--- src/rtl/gt1_pkg.sv ---
// Shared types and constants for the GT1 program image loader.
package gt1_pkg;

    // Parser states, in stream order
    typedef enum logic [2:0] {
        IDLE,
        SEG_HI,
        SEG_LO,
        SEG_SIZE,
        DATA,
        START_HI,
        START_LO,
        DONE
    } gt1_state_t;

    // A zero segment-high byte (after the first segment) marks the start address
    localparam logic [7:0]  GT1_TERMINATOR = 8'h00;
    // A size byte of zero stands for a full page
    localparam int unsigned GT1_PAGE_SIZE  = 256;
    // Byte counter width, wide enough to hold GT1_PAGE_SIZE
    localparam int unsigned GT1_CNT_W      = 9;

    // True when a 16-bit GT1 address falls inside a 2**aw byte RAM
    function automatic logic gt1_in_range(input logic [15:0] addr, input int unsigned aw);
        if (aw >= 32'd16) begin
            return 1'b1;
        end
        return ((32'(addr) >> aw) == 32'd0);
    endfunction

endpackage

--- src/rtl/gt1_loader_if.sv ---
// Bus bundle between the HPS download channel, the loader and main RAM.
//   dl_active/dl_wr/dl_data : download stream in
//   ram_wren/ram_cs/ram_address/ram_data : RAM write port out
//   cpu_hold/exec_addr/exec_valid/load_err : CPU control and status out
// master = loader side, slave = environment (HPS + RAM + CPU) side.
interface gt1_loader_if #(
    parameter int unsigned ADDR_WIDTH = 15,
    parameter int unsigned DATA_WIDTH = 8
);
    logic                  dl_active;
    logic                  dl_wr;
    logic [7:0]            dl_data;
    logic                  ram_wren;
    logic                  ram_cs;
    logic [ADDR_WIDTH-1:0] ram_address;
    logic [DATA_WIDTH-1:0] ram_data;
    logic                  cpu_hold;
    logic [15:0]           exec_addr;
    logic                  exec_valid;
    logic                  load_err;

    modport master (
        input  dl_active, dl_wr, dl_data,
        output ram_wren, ram_cs, ram_address, ram_data,
        output cpu_hold, exec_addr, exec_valid, load_err
    );

    modport slave (
        output dl_active, dl_wr, dl_data,
        input  ram_wren, ram_cs, ram_address, ram_data,
        input  cpu_hold, exec_addr, exec_valid, load_err
    );
endinterface

--- src/rtl/gt1_edge_det.sv ---
// Rise/fall detector on a level signal, comparing it against its registered
// copy from the previous cycle.
//   i_clk, i_rst : clock, async active-high reset
//   i_level      : level to watch
//   o_rise_c     : combinational, high in the first cycle i_level is 1
//   o_fall_c     : combinational, high in the first cycle i_level is 0
module gt1_edge_det (
    input  logic i_clk,
    input  logic i_rst,
    input  logic i_level,
    output logic o_rise_c,
    output logic o_fall_c
);
    logic r_prev;

    // Previous-cycle level; reset low so a level already high after reset reads as a rise
    always_ff @(posedge i_clk or posedge i_rst) begin
        if (i_rst) begin
            r_prev <= 1'b0;
        end else begin
            r_prev <= i_level;
        end
    end

    assign o_rise_c = i_level & ~r_prev;
    assign o_fall_c = ~i_level & r_prev;
endmodule

--- src/rtl/gt1_loader.sv ---
// GT1 image loader: parses the HPS download stream into segments, writes
// segment data into main RAM, holds the CPU in reset while loading and
// publishes the start address at the end.
//   clock, reset : system clock, async active-high reset
//   bus (master) : download stream in, RAM write port and CPU status out
module gt1_loader
    import gt1_pkg::*;
#(
    parameter int unsigned ADDR_WIDTH = 15,
    parameter int unsigned DATA_WIDTH = 8
) (
    input  logic         clock,
    input  logic         reset,
    gt1_loader_if.master bus
);
    gt1_state_t            r_state;
    logic                  r_first_seg;
    logic [7:0]            r_hi;
    logic [7:0]            r_lo;
    logic [GT1_CNT_W-1:0]  r_cnt;
    logic                  r_ram_wren;
    logic [ADDR_WIDTH-1:0] r_ram_address;
    logic [DATA_WIDTH-1:0] r_ram_data;
    logic                  r_cpu_hold;
    logic [15:0]           r_exec_addr;
    logic                  r_exec_valid;
    logic                  r_load_err;

    logic                  w_rise;
    logic                  w_fall;
    logic                  w_take;
    logic [15:0]           w_addr16;
    logic                  w_addr_ok;

    gt1_edge_det u_edge (
        .i_clk    (clock),
        .i_rst    (reset),
        .i_level  (bus.dl_active),
        .o_rise_c (w_rise),
        .o_fall_c (w_fall)
    );

    // A byte is consumed on a strobe while active, except in the rise cycle
    assign w_take    = bus.dl_wr & bus.dl_active & ~w_rise;
    assign w_addr16  = {r_hi, r_lo};
    assign w_addr_ok = gt1_in_range(w_addr16, ADDR_WIDTH);

    // Parser FSM with registered RAM port and status outputs
    always_ff @(posedge clock or posedge reset) begin
        if (reset) begin
            r_state       <= IDLE;
            r_first_seg   <= 1'b1;
            r_hi          <= 8'h00;
            r_lo          <= 8'h00;
            r_cnt         <= '0;
            r_ram_wren    <= 1'b0;
            r_ram_address <= '0;
            r_ram_data    <= '0;
            r_cpu_hold    <= 1'b0;
            r_exec_addr   <= 16'h0000;
            r_exec_valid  <= 1'b0;
            r_load_err    <= 1'b0;
        end else begin
            r_ram_wren <= 1'b0;
            if (w_rise) begin
                // New download (or restart): clear status and hold the CPU
                r_state      <= SEG_HI;
                r_first_seg  <= 1'b1;
                r_cpu_hold   <= 1'b1;
                r_exec_valid <= 1'b0;
                r_load_err   <= 1'b0;
            end else if (w_fall) begin
                // Any write from the previous cycle's byte is already on the port
                r_state    <= IDLE;
                r_cpu_hold <= 1'b0;
                if (r_state == DONE) begin
                    r_exec_valid <= 1'b1;
                end else begin
                    r_exec_valid <= 1'b0;
                    r_load_err   <= 1'b1;
                end
            end else if (w_take) begin
                case (r_state)
                    SEG_HI: begin
                        // Zero page is only a segment address for the first segment
                        if ((bus.dl_data == GT1_TERMINATOR) && !r_first_seg) begin
                            r_state <= START_HI;
                        end else begin
                            r_hi    <= bus.dl_data;
                            r_state <= SEG_LO;
                        end
                    end
                    SEG_LO: begin
                        r_lo    <= bus.dl_data;
                        r_state <= SEG_SIZE;
                    end
                    SEG_SIZE: begin
                        if (bus.dl_data == 8'h00) begin
                            r_cnt <= GT1_CNT_W'(GT1_PAGE_SIZE);
                        end else begin
                            r_cnt <= GT1_CNT_W'(bus.dl_data);
                        end
                        r_state <= DATA;
                    end
                    DATA: begin
                        if (w_addr_ok) begin
                            r_ram_wren    <= 1'b1;
                            r_ram_address <= ADDR_WIDTH'(w_addr16);
                            r_ram_data    <= DATA_WIDTH'(bus.dl_data);
                        end else begin
                            r_load_err <= 1'b1;
                        end
                        // Low byte wraps inside the page; the high byte is fixed
                        r_lo  <= r_lo + 8'd1;
                        r_cnt <= r_cnt - GT1_CNT_W'(1);
                        if (r_cnt == GT1_CNT_W'(1)) begin
                            r_first_seg <= 1'b0;
                            r_state     <= SEG_HI;
                        end
                    end
                    START_HI: begin
                        r_exec_addr[15:8] <= bus.dl_data;
                        r_state           <= START_LO;
                    end
                    START_LO: begin
                        r_exec_addr[7:0] <= bus.dl_data;
                        r_state          <= DONE;
                    end
                    default: begin
                        // IDLE and DONE discard bytes (DONE absorbs HPS padding)
                    end
                endcase
            end
        end
    end

    assign bus.ram_wren    = r_ram_wren;
    assign bus.ram_cs      = r_cpu_hold;
    assign bus.ram_address = r_ram_address;
    assign bus.ram_data    = r_ram_data;
    assign bus.cpu_hold    = r_cpu_hold;
    assign bus.exec_addr   = r_exec_addr;
    assign bus.exec_valid  = r_exec_valid;
    assign bus.load_err    = r_load_err;
endmodule

--- src/flat_wrapper.sv ---
// flat-port wrapper written by rule: the top's interface ports become plain ports
module gt1_loader_flat import gt1_pkg::*;
#(
    parameter int unsigned ADDR_WIDTH = 15,
    parameter int unsigned DATA_WIDTH = 8
)
  (clock, reset, bus_dl_active, bus_dl_wr, bus_dl_data, bus_ram_wren, bus_ram_cs, bus_ram_address, bus_ram_data, bus_cpu_hold, bus_exec_addr, bus_exec_valid, bus_load_err);
  gt1_loader_if #(.ADDR_WIDTH(ADDR_WIDTH), .DATA_WIDTH(DATA_WIDTH)) bus_i ();
  input  logic clock;
  input  logic reset;
  input wire logic [$bits(bus_i.dl_active)-1:0] bus_dl_active;
  input wire logic [$bits(bus_i.dl_wr)-1:0] bus_dl_wr;
  input wire logic [$bits(bus_i.dl_data)-1:0] bus_dl_data;
  output wire logic [$bits(bus_i.ram_wren)-1:0] bus_ram_wren;
  output wire logic [$bits(bus_i.ram_cs)-1:0] bus_ram_cs;
  output wire logic [$bits(bus_i.ram_address)-1:0] bus_ram_address;
  output wire logic [$bits(bus_i.ram_data)-1:0] bus_ram_data;
  output wire logic [$bits(bus_i.cpu_hold)-1:0] bus_cpu_hold;
  output wire logic [$bits(bus_i.exec_addr)-1:0] bus_exec_addr;
  output wire logic [$bits(bus_i.exec_valid)-1:0] bus_exec_valid;
  output wire logic [$bits(bus_i.load_err)-1:0] bus_load_err;
  assign bus_i.dl_active = bus_dl_active;
  assign bus_i.dl_wr = bus_dl_wr;
  assign bus_i.dl_data = bus_dl_data;
  assign bus_ram_wren = bus_i.ram_wren;
  assign bus_ram_cs = bus_i.ram_cs;
  assign bus_ram_address = bus_i.ram_address;
  assign bus_ram_data = bus_i.ram_data;
  assign bus_cpu_hold = bus_i.cpu_hold;
  assign bus_exec_addr = bus_i.exec_addr;
  assign bus_exec_valid = bus_i.exec_valid;
  assign bus_load_err = bus_i.load_err;
  gt1_loader #(.ADDR_WIDTH(ADDR_WIDTH), .DATA_WIDTH(DATA_WIDTH)) u_core (.clock(clock), .reset(reset), .bus(bus_i));
endmodule
--- config.mk ---
export PLATFORM = sky130hd
export DESIGN_NAME = gt1_loader_flat
export DESIGN_NICKNAME = d
export VERILOG_FILES = /design/src/rtl/gt1_pkg.sv /design/src/rtl/gt1_loader_if.sv /design/src/rtl/gt1_edge_det.sv /design/src/rtl/gt1_loader.sv /design/src/flat_wrapper.sv
export SDC_FILE = /design/constraint.sdc
export NUM_CORES = 1
export LEC_CHECK = 0
export BUFFER_PORTS_ARGS = -buffer_cell sky130_fd_sc_hd__buf_2
export CAP_MARGIN = 20
export CORE_MARGIN = 3
export CORE_UTILIZATION = 51
export CTS_CLUSTER_DIAMETER = 40
export DETAILED_ROUTE_END_ITERATION = 12
export PLACE_DENSITY_LB_ADDON = 0.3
export SYNTH_ARGS = -nofsm -noshare
export SYNTH_HDL_FRONTEND = slang
export SYNTH_SLANG_ARGS = --single-unit
export TNS_END_PERCENT = 5
--- constraint.sdc ---
create_clock -name clock -period 2.15 [get_ports clock]
set_clock_uncertainty 0.15 [all_clocks]
set_input_delay 0.1075 -clock clock [delete_from_list [all_inputs] [get_ports clock]]
set_output_delay 0.1075 -clock clock [all_outputs]
set_load 0.1 [all_outputs]
; Yosys cells after proc, flatten, opt, wreduce, memory -nomap -nowiden
; Cells that the tools add are included.
[classes]
n_eq_ne = 12
n_mux = 30
addsub = 2
n_reduce_logical = 22
bitwise = 9
[op_table]
columns = cell, n
row1 = 32-bit zero test, 1
row2 = 4-bit AND reduction, 6
row3 = 1-bit 2-to-1 mux, 21
row4 = 3-bit case mux with 6 select lines, 1
row5 = 9-bit case mux with 2 select lines, 1
row6 = 8-bit case mux with 2 select lines, 1
row7 = 3-bit 2-to-1 mux, 5
row8 = "3-bit equality test, second input constant", 4
row9 = 2-bit nonzero test, 6
row10 = 5-bit AND reduction, 2
row11 = "9-bit by 1-bit equality test with 1-bit output, second input constant", 1
row12 = 9-bit 2-to-1 mux, 1
row13 = "9-bit by 1-bit subtractor with 9-bit output, second input constant", 1
row14 = "8-bit by 1-bit adder with 8-bit output, second input constant", 1
row15 = 8-bit zero test, 1
row16 = 8-bit nonzero test, 1
row17 = "3-bit by 2-bit equality test with 1-bit output, second input constant", 2
row18 = "3-bit by 2-bit inequality test with 1-bit output, second input constant", 2
row19 = 3-bit nonzero test, 2
row20 = 1-bit inverter, 5
row21 = 1-bit bitwise AND, 4
row22 = "4-bit by 2-bit inequality test with 1-bit output, second input constant", 1
row23 = "3-bit by 1-bit equality test with 1-bit output, second input constant", 1
row24 = 3-bit AND reduction, 1
row25 = 3 further kinds, 3
[word_totals]
reg_bits = 73

; Logic depth before layout (Yosys ltp)
; Gate-level depths: netlist of the first run.
[logic_depth]
depth_word = 7
mapped_depth = 8
depth_no_buf = 7

; Hierarchy
; Synthesis of the first run repeated with hierarchy kept, for this count alone.
[unflattened]
hier_cells = 279
area_unflattened_um2 = 3362.0
[by_module_without_submodules]
columns = mod, instances, seq_area_each_um2, area_per_inst_um2, cells_each
row1 = gt1_loader, 1, 1803.0, 3318.2, 275
row2 = gt1_edge_det, 1, 25.0, 43.8, 4

; Worst setup path before layout of the first run
; No wires, ideal clock.
[synth_path]
path_type = register -> register
start = reg u_core.u_edge.r_prev
end = reg u_core.r_ram_address[0] (netlist: u_core.bus.ram_address[0])
t_required_ns = 1.875
path_slack_ns = 0.082
path_stages_with_launch = 9
synth_period_minus_slack_ns = 2.068
setup_time_ns = 0.125
arrival_time_ns = 1.792
cell_sequence = dfrtp_1 > inv_1 > ha_1 > inv_2 > nand4_2 > or3_1 > buf_2 > buf_6 > mux2_4
[synth_between]
elab_chain_len = 5
word_cells_on_any_way = 7
cone_classes = bitwise (6) / reduce/logical (1)
[synth_lines]
columns = item, line_no
row1 = start: declaration, gt1_edge_det.sv:14  ; logic r_prev;
row2 = start signal: assignment, gt1_edge_det.sv:21  ; r_prev <= i_level;
row3 = 1-bit inverter (*), gt1_edge_det.sv:25  ; assign o_rise_c = i_level & ~r_prev;
row4 = 1-bit bitwise AND (*), gt1_edge_det.sv:25
row5 = named net u_core.u_edge.o_rise_c, gt1_edge_det.sv:11  ; output logic o_rise_c,
row6 = 1-bit inverter (no source line) (*), -
row7 = 1-bit bitwise AND, gt1_loader.sv:44  ; assign w_take = bus.dl_wr & bus.dl_active & ~w_rise;
row8 = 5-bit AND reduction (no source line) (*), -
row9 = end signal: assignment, gt1_loader.sv:108  ; r_ram_address <= ADDR_WIDTH'(w_addr16);
row10 = end: declaration, gt1_loader.sv:22  ; logic [ADDR_WIDTH-1:0] r_ram_address;
; Mark *: on every way through the listed nets, which the timed path passes. The rest lies on a longest branch.
; A chain may end at the register's enable or synchronous reset.

; Worst setup path after layout of the first run
[layout_path]
start = reg u_core.u_edge.r_prev
end = reg u_core.r_ram_address[6] (netlist: u_core.bus.ram_address[6])
[layout_between]
elab_chain_len = 5
word_cells_on_any_way = 7
cone_classes = bitwise (6) / reduce/logical (1)
[layout_lines]
columns = item, line_no
row1 = 1-bit inverter, gt1_edge_det.sv:25
row2 = 1-bit bitwise AND, gt1_edge_det.sv:25
row3 = 1-bit inverter (no source line), -
row4 = 1-bit bitwise AND, gt1_loader.sv:44
row5 = 5-bit AND reduction (no source line) (*), -
; Mark *: on every way between the ends. The rest lies on a longest branch, timed or not.

==> results of run 1 <==
critical path, cell delays in order, from the launching register on:
cell and delay (ns):
dfrtp_1 0.40, ha_1 0.32, nand4_2 0.11, or3_1 0.40, buf_12 0.20, mux2_1 0.32
kinds of logic (layout without fill, tap and decap cells):
group | Yosys count | in the layout | synth area share (%)
adders and majority gates | 6 | 6 | 2.08
and+or+nand+nor | 82 | 82 | 13.4
xor gates and xnor gates | 1 | 1 | 0.242
muxes | 46 | 46 | 17.1
AOI/OAI and AO/OA | 71 | 71 | 12.7
buffers and inverters | 26 | 115 | 3.91
DFF | 73 | 73 | 50.6
area by class of cell:
| type | count | area, sq um | area share (%) |
|---|---|---|---|
| clock inverter | 7 | 100 | 2.26 |
| clock buffer | 9 | 124 | 2.80 |
| inverter | 11 | 41.3 | 0.932 |
| multi-input combinational | 206 | 1660 | 37.4 |
| timing repair buffer | 88 | 558 | 12.6 |
| sequential | 73 | 1830 | 41.3 |
| tap | 96 | 120 | 2.71 |
synth_stat cells (5+ instances only):
library cell	count	share of area, %
o21ai_0	14	1.9
o21ai_1	7	0.97
nor2_1	19	2.0
mux2_2	16	5.0
nand3_1	8	1.1
dfrtp_1	72	50
a21oi_1	20	2.8
nor3_1	12	1.7
mux2_4	27	11
buf_2	5	0.69
nand2_1	20	2.1
ha_1	6	2.1
inv_1	10	1.0
a31oi_1	6	1.0
what timing repair did:
item / in CTS / in global routing
hold buffers: 4 / 0
setup endpoints to repair: 0 / 36
gates resized for setup: 0 / 3
hold endpoints to repair: 76 / 0
per-stage QoR:
step | util [%] | hold WS [ns] | std cells | setup TNS, ns
final | 64.8 | 0.0288 | 490 | 0
after global routing | 64.8 | 0.0162 | 490 | -0.0262
after global placement | 60.8 | -0.0423 | 470 | 0
after floorplan | - | -0.0111 | 305 | 0
after CTS | 64.7 | 0.0164 | 490 | 0
after detailed placement | 60.8 | -0.0356 | 470 | 0
state kept, by name, summed over array words and instances (netlist names):
name and cells:
u_core.bus.exec_addr 16, u_core.r_hi 8, u_core.bus.cpu_hold 1, u_core.bus.ram_address 15
u_core.r_cnt 9, u_core.r_state 3, u_core.r_lo 8, u_core.bus.ram_data 8
u_core.bus.ram_wren 1, u_core.r_first_seg 1, u_core.bus.load_err 1, u_core.u_edge.r_prev 1
u_core.bus.exec_valid 1
per-layer routing:
layer | global-route usage [%] | wire (microns) | vias to the layer above
li1 | - | - | 1283
met1 | 31.1 | 3670 | 1346
met2 | 33.3 | 3970 | 87
met3 | 5.86 | 542 | 7
met4 | 5.61 | 74 | 0
met5 | 0 | 0 | -
worst min path at each step:
stage                    from                                 end  slack, ns  cells after the start
2_1_floorplan   bus_dl_active      u_core.u_edge.r_prev$_DFF_PP0_      -0.01                      0
3_3_place_gp            reset  u_core.bus.ram_data[4]$_DFFE_PP0P_      -0.04                      2
3_5_place_dp            reset  u_core.bus.ram_data[4]$_DFFE_PP0P_      -0.04                      2
4_1_cts        bus_dl_data[1]          u_core.r_hi[1]$_DFFE_PP0P_       0.02                      3
5_1_grt        bus_dl_data[1]          u_core.r_hi[1]$_DFFE_PP0P_       0.02                      3
6_report       bus_dl_data[1]          u_core.r_hi[1]$_DFFE_PP0P_       0.03                      3
==> results.cfg, run 1 <==
[outcome]
status = finished clean

[clock_network]
ctsHtreeMaxLevel = 3
clockBufferDepth = 2
clkSlewWorstSetupHoldPaths_ns = 0.08
tritoncts = done
numClockSinks = 73
cts_setup_buffers = 0
numCtsBuffers = 9
cts-root-buf = clkbuf_8
clk_latency_ns = 0.36

[route]
drt-total-wl_microns = 8260
drc = 0
dr.first_iter.drc_count = 175
drtPass1Iterations = 6
ant_nets = 0
post_drt_via_cell_ratio = 5.56
wl_per_cell_microns = 16.9
num_vias = 2723

[floorplanning]
die_h_microns = 90.2
rows = 30
start_util_pct = 52.9
die_w_microns = 90.2
core_area_sq_um = 6830
dieArea_sq_um = 8140
top_level_ports = 56

[timing]
drv_slew = 0
period_share_pct = 94.7
max_slew_margin_pct = 67.2
fin_crit_ns = 2.04
fmax_ghz = 0.491
rsz0062_at_grt = true
finalHoldViolCount = 0
final.setup.worst_slack_ns = 0.114
worst_pin_slew_ns = 0.495
final-setup-viol-count = 0

[finish]
layout-drive-gt1-share_pct = 40.4
fillCellCount = 549
layout_common_cells = dfrtp_1, buf_2, mux2_4, buf_4
final_common_cell = dfrtp_1
design_area_sq_um = 4430
antenna_cells = 0
areaGrowthSynthToFinish_pct = 22.5
nets = 407

[hold_path]
hp-class = in2reg

[setup_path]
critical_path_class = reg2reg
rrSetupSlack_ns = 0.11
reg2regPathDepth = 5
setup.worst_path.start = u_core.u_edge.r_prev$_DFF_PP0_
cp.arrival_ns = 2.13
crit_path_end_kind = flip-flop
r2r_end = u_core.bus.ram_address[6]$_DFFE_PP0P_
endpoint = u_core.bus.ram_address[6]$_DFFE_PP0P_
cp.required_ns = 2.24
path_max_fanout = 23
startpoint_type = flip-flop
reg2reg_from = u_core.u_edge.r_prev$_DFF_PP0_

[synth]
yosysUniqueCellTypes = 54
ys.flop_type = dfrtp_1
syn_area_sq_um = 3620
synth.avg_cell_area_sq_um = 11.9
netlist_instances = 305
syn-num-nets = 323
async_flop_share_pct = 100
ys_seq_area_share_pct = 50.6
synth_edf_count = 0
yosys_warnings = 0
synth_seq_cells = 73

[global_route]
antenna_found_initial = 0
grtUsageTotal_pct = 21.8
first_global_vias = 2625
grt_overflow = 0
grt_max_degree = 30
grt_first_pass_wirelength_microns = 14100

[place]
gp_congestion = 0.849
post_dp_cell_area_sq_um = 4150
dpl.hpwl_microns = 5930
dp_slack_ns = 0.0189
numPortBuffers = 55

[flow_run]
maxCapViolCount = 0
Power of run 1 is not shown: default switching activity piles up to over one toggle a cycle in this logic, so the estimate is an artifact.
==> run 2, diff against run 1 <==
--- a/config.mk
+++ b/config.mk
@@ -5,6 +5,7 @@
 export SDC_FILE = /design/constraint.sdc
 export NUM_CORES = 1
 export LEC_CHECK = 0
+export ABC_AREA = 1
 export BUFFER_PORTS_ARGS = -buffer_cell sky130_fd_sc_hd__buf_2
 export CAP_MARGIN = 20
 export CORE_MARGIN = 3
==> run 2 against run 1 <==
Effect of this change: register-to-register slack improved by 0.12 ns; via count grew 2.9%; area after synthesis down 3.2%; largest cell class unchanged; clock-buffer cell count unchanged; critical path depth grew 2; wire length decreased by 9.0%; global-route usage shrank 1.1 points; critical path type is now in2reg; final area decreased by 8.2%; final cell count rose by 7.8%; hold slack worse by 0.014 ns; die area decreased by 3.0%; critical endpoint is now u_core.bus.ram_address[14]$_DFFE_PP0P_; flip-flop and latch count unchanged.
==> results.cfg, run 2 <==
[route]
dr.first_iter.drc_count = 167
wl_per_cell_microns = 14.2
drt-total-wl_microns = 7520
drtPass1Iterations = 4
drc = 0
post_drt_via_cell_ratio = 5.30
num_vias = 2801
ant_nets = 0

[synth]
synth-compound-area-share_pct = 14.9
synth_simple_gate_area_share_pct = 18.5
synth_top_family_by_area = simple AND/OR/NAND/NOR gates
netlist_instances = 381
synth_xor_area_share_pct = 0.250
yosys_warnings = 0
synth.most_common_cell = dfrtp_1
synth_top_area_share_pct = 51.5
synth_area_leaders = dfrtp_1, nand2_1, o21ai_0
yosysUniqueCellTypes = 39
syn_area_sq_um = 3500
synthMuxAreaShare_pct = 3.43
synth_fa_ha_area_share_pct = 2.14
ys.flop_type = dfrtp_1
ys_seq_area_share_pct = 52.2
syn-num-nets = 399
synth.avg_cell_area_sq_um = 9.19
yosysTopAreaCell = dfrtp_1
synth_edf_count = 0
async_flop_share_pct = 100
ys_top_cells_by_count = dfrtp_1, nand2_1, inv_1
synth_seq_cells = 73

[setup_path]
reg2reg_from = u_core.u_edge.r_prev$_DFF_PP0_
crit_path_end_kind = flip-flop
cp.required_ns = 2.24
reg2regPathDepth = 6
startpoint_type = input pin
rrSetupSlack_ns = 0.24
cp.arrival_ns = 2.00
r2r_end = u_core.bus.ram_address[14]$_DFFE_PP0P_
setup.worst_path.start = bus_dl_active
critical_path_class = in2reg
path_max_fanout = 38
endpoint = u_core.bus.ram_address[14]$_DFFE_PP0P_

[clock_network]
cts.repair.resized = 0
cts-root-buf = clkbuf_8
clockBufferDepth = 2
clkSlewWorstSetupHoldPaths_ns = 0.08
numClockSinks = 73
ctsHtreeMaxLevel = 3
cts_setup_buffers = 0
clk_latency_ns = 0.35
ctsHoldBuffers = 7
numCtsBuffers = 9
tritoncts = done

[place]
dpl.hpwl_microns = 5370
gp_congestion = 0.899
dp_slack_ns = 0.257
numPortBuffers = 55

[flow_run]
maxCapViolCount = 0

[finish]
layout_common_cells = dfrtp_1, nand2_1, buf_2
largest_register_ffs = 16
final_common_cell = dfrtp_1
layout-drive-gt1-share_pct = 24.4
fillCellCount = 554
areaGrowthSynthToFinish_pct = 16.2
antenna_cells = 0
nets = 464

[power_and_ir_drop]
fin_total_pwr_w = 0.00625
p_leak_nw = 2.13
peakVddDrop_mv = 0.667
powerDensity_nw_per_um2 = 1540

[timing]
finalHoldViolCount = 0
max_slew_margin_pct = 67.3
rsz0062_at_grt = false
fmax_ghz = 0.523
final.setup.worst_slack_ns = 0.237
fin_crit_ns = 1.91
final-setup-viol-count = 0
worst_pin_slew_ns = 0.494
final.setup.tns_ns = 0
drv_slew = 0
period_share_pct = 89.0

[global_route]
grtUsageTotal_pct = 20.7
grt_max_degree = 74
antenna_found_initial = 0
first_global_vias = 2534
grt_overflow = 0
grt_first_pass_wirelength_microns = 12300

[floorplanning]
core_area_sq_um = 6490
start_util_pct = 53.9
dieArea_sq_um = 7890
die_h_microns = 88.9
rows = 29
die_w_microns = 88.9
top_level_ports = 56

[hold_path]
hp-class = in2reg

[outcome]
status = finished clean
[run 2: cell types whose count changed in the layout (fill, tap and decap cells not counted), moves of 4 or more]
cell / previous run / this run
buf_4: 27 / 6
nor2_1: 19 / 38
o21ai_0: 14 / 37
mux2_2: 16 / 0
nand2_1: 20 / 65
nor3_1: 12 / 6
mux2_4: 27 / 8
nand2_2: 0 / 4
inv_1: 9 / 40
o21ai_1: 7 / 15
[run 2: worst max-delay path: stages]
cell,delay (ns)
dlygate4sd3_1,0.53
buf_2,0.14
ha_1,0.26
nor2_2,0.23
nand4_2,0.12
buf_4,0.27
mux2_4,0.33
[run 2: worst min-delay path by stage]
stage,start,endpoint,slack [ns],cells past startpoint
6_report,bus_dl_data[4],u_core.r_hi[4]$_DFFE_PP0P_,0.02,3
3_5_place_dp,reset,u_core.bus.ram_address[6]$_DFFE_PP0P_,0.07,3
3_3_place_gp,reset,u_core.bus.ram_address[3]$_DFFE_PP0P_,0.07,3
2_1_floorplan,bus_dl_active,u_core.u_edge.r_prev$_DFF_PP0_,-0.01,0
5_1_grt,bus_dl_data[3],u_core.r_hi[3]$_DFFE_PP0P_,0.01,3
4_1_cts,bus_dl_data[3],u_core.r_cnt[3]$_DFFE_PP0P_,0.005,3
[run 2: area by class of cell]
cell class	instances	area, sq um	area share (%)
Sequential cell	73	1830	45.0
Tap cell	77	96.3	2.37
Clock inverter	7	60.1	1.48
Clock buffer	9	124	3.05
Inverter	45	174	4.28
Timing Repair Buffer	69	410	10.1
Multi-Input combinational cell	248	1370	33.8
[run 2: where the power goes]
group / internal (W) / switching, W / total, W
Clock: 0.000438 / 0.000572 / 0.00101
Combinational: 0.000608 / 0.00248 / 0.00309
Sequential: 0.00184 / 0.000309 / 0.00215
[run 2: cell families (layout without fill, tap and decap cells)]
group / after synthesis / in the layout
compound gates: 94 / 94
xor+xnor: 1 / 1
fa+ha+maj: 6 / 6
buf+inv: 60 / 130
flops: 73 / 73
mux: 8 / 8
simple gates: 139 / 139
[run 2: metrics by stage]
step	hold slack, ns	area (sq um)	instances	utilization (%)
2_1_floorplan	-0.0111	3500	381	-
3_3_place_gp	0.0687	3810	505	58.7
3_5_place_dp	0.0673	3810	505	58.7
4_1_cts	0.00506	4070	528	62.6
5_1_grt	0.0139	4070	528	62.6
6_report	0.0151	4070	528	62.6
[run 2: per-layer routing]
metal,up-vias,track usage [%],wire length (microns)
met5,-,0,0
met4,0,6.59,95
met2,86,31.0,3450
met3,10,5.68,514
met1,1323,29.3,3460
li1,1382,-,-
(Power assumes the default switching activity.)
==> run 3, diff against run 2 <==
==> constraint.sdc (replaced) <==
create_clock -name clock -period 2.15 [get_ports clock]
set_clock_uncertainty 0.15 [all_clocks]
set_input_delay 0.3225 -clock clock [delete_from_list [all_inputs] [get_ports clock]]
set_output_delay 0.3225 -clock clock [all_outputs]
set_load 0.1 [all_outputs]
==> run 3 against run 2 <==
Effect of this change: via count down 1.2%; die area is the same; sequential power hardly changed; final cell count shrank 0.76%; critical path depth did not move; critical path type unchanged.
==> results.cfg, run 3 (synthesis gave the netlist of run 2 again) <==
[power_and_ir_drop]
p_leak_nw = 2.15
peakVddDrop_mv = 0.773
powerDensity_nw_per_um2 = 1590

[setup_path]
reg2reg_from = u_core.r_state[1]$_DFFE_PP0P_
rrSetupSlack_ns = 0.33
crit_path_end_kind = flip-flop
path_cells = dlygate4sd3_1, buf_2, ha_2, nor2_2, nand4_2, buf_12, mux2_4
critPathMaxStageDelay_ns = 0.53
cp.required_ns = 2.24
worst-path-stages = 7
cp.arrival_ns = 2.12
critical_path_class = in2reg
slowest_stage = dlygate4sd3_1
cp_num_buf_inv = 3
startpoint_type = input pin
r2r_end = u_core.bus.ram_address[1]$_DFFE_PP0P_
critPathTopFamily = buffers and inverters
endpoint = u_core.bus.ram_address[1]$_DFFE_PP0P_
reg2regPathDepth = 6
path_max_fanout = 38
setup.worst_path.start = bus_dl_active

[route]
dr.first_iter.drc_count = 128
drc = 0
post_drt_via_cell_ratio = 5.28
drtPass1Iterations = 4
drt-total-wl_microns = 7770
num_vias = 2766
wl_per_cell_microns = 14.8
ant_nets = 0

[clock_network]
tritoncts = done
clk_latency_ns = 0.36
clkSlewWorstSetupHoldPaths_ns = 0.08
numClockSinks = 73
ctsHtreeMaxLevel = 3
clockBufferDepth = 2
numCtsBuffers = 9
cts-root-buf = clkbuf_8

[timing]
fin_crit_ns = 2.03
max_slew_margin_pct = 67.4
final.setup.worst_slack_ns = 0.116
rsz0062_at_grt = false
final.setup.tns_ns = 0
final-setup-viol-count = 0
finalHoldViolCount = 0
drv_slew = 0
period_share_pct = 94.6
worst_pin_slew_ns = 0.492
fmax_ghz = 0.492

[flow_run]
maxCapViolCount = 0

[global_route]
grt_first_pass_wirelength_microns = 12900
grt_max_degree = 41
antenna_found_initial = 0
grt_overflow = 0
grtUsageTotal_pct = 22.0
first_global_vias = 2627

[outcome]
status = finished clean

[finish]
layout_common_cells = dfrtp_1, nand2_1, buf_2
largest_register_ffs = 16
final_common_cell = dfrtp_1
antenna_cells = 0
areaGrowthSynthToFinish_pct = 16.8
layout-drive-gt1-share_pct = 25.1
nets = 460

[place]
numPortBuffers = 55
dpl.hpwl_microns = 5560
gp_congestion = 0.891
dp_slack_ns = 0.252

[floorplanning]
core_area_sq_um = 6490
dieArea_sq_um = 7890
die_w_microns = 88.9
die_h_microns = 88.9
top_level_ports = 56
rows = 29
start_util_pct = 53.9

[hold_path]
hp-class = in2reg
## run 3: what timing repair did
item,in CTS,in global routing
resized for setup,0,2
endpoints found under the setup margin,0,17
hold endpoints to repair,20,0
buffers inserted,0,0
hold buffers,2,0
## run 3: through the flow
stage	total power (W)	instances	area [sq um]	util [%]	hold slack [ns]
finish	0.00648	524	4090	63.0	0.177
global route	0.00686	524	4090	63.0	0.190
CTS	0.00651	524	4080	62.8	0.164
detailed placement	0.00528	506	3840	59.1	0.225
global placement	0.00520	506	3840	59.1	0.213
floorplan	0.00475	381	3500	-	0.204
## run 3: metal layers
layer | GRT usage (%) | vias up | routed length [microns]
met1 | 30.4 | 1283 | 3730
met4 | 9.34 | 0 | 155
li1 | - | 1383 | -
met5 | 0 | - | 0
met2 | 33.0 | 84 | 3480
met3 | 5.21 | 16 | 411
## run 3: worst register-to-register path, cell delays in order (launching register included)
cell	delay, ns
dfrtp_1	0.49
nor2_2	0.16
nand2_2	0.07
inv_2	0.17
nand4_2	0.15
buf_12	0.21
mux2_4	0.31
## run 3: worst min-delay path by stage
| stage | slack (ns) | depth (start not counted) | endpoint | start |
|---|---|---|---|---|
| final | 0.18 | 3 | u_core.bus.exec_addr[8]$_DFFE_PP0P_ | bus_dl_data[0] |
| after global routing | 0.19 | 3 | u_core.bus.exec_addr[8]$_DFFE_PP0P_ | bus_dl_data[0] |
| after CTS | 0.16 | 3 | u_core.r_lo[1]$_DFFE_PP0P_ | bus_dl_data[1] |
| after detailed placement | 0.23 | 2 | u_core.bus.ram_address[1]$_DFFE_PP0P_ | reset |
| after global placement | 0.21 | 2 | u_core.bus.ram_address[3]$_DFFE_PP0P_ | reset |
| after floorplan | 0.20 | 0 | u_core.u_edge.r_prev$_DFF_PP0_ | bus_dl_active |
## run 3: power by group
part,internal (W),total (W),switching [W]
logic,0.000608,0.00311,0.00250
registers,0.00184,0.00216,0.000312
clock network,0.000665,0.00122,0.000556
total,0.00312,0.00648,0.00337
## run 3: layout make-up
| class | count | area, sq um |
|---|---|---|
| multi-input combinational | 248 | 1380 |
| clock inverter | 7 | 100 |
| timing repair buffer | 65 | 380 |
| inverter | 45 | 178 |
| sequential | 73 | 1830 |
| fill | 550 | 2400 |
| clock buffer | 9 | 124 |
| tap | 77 | 96.3 |
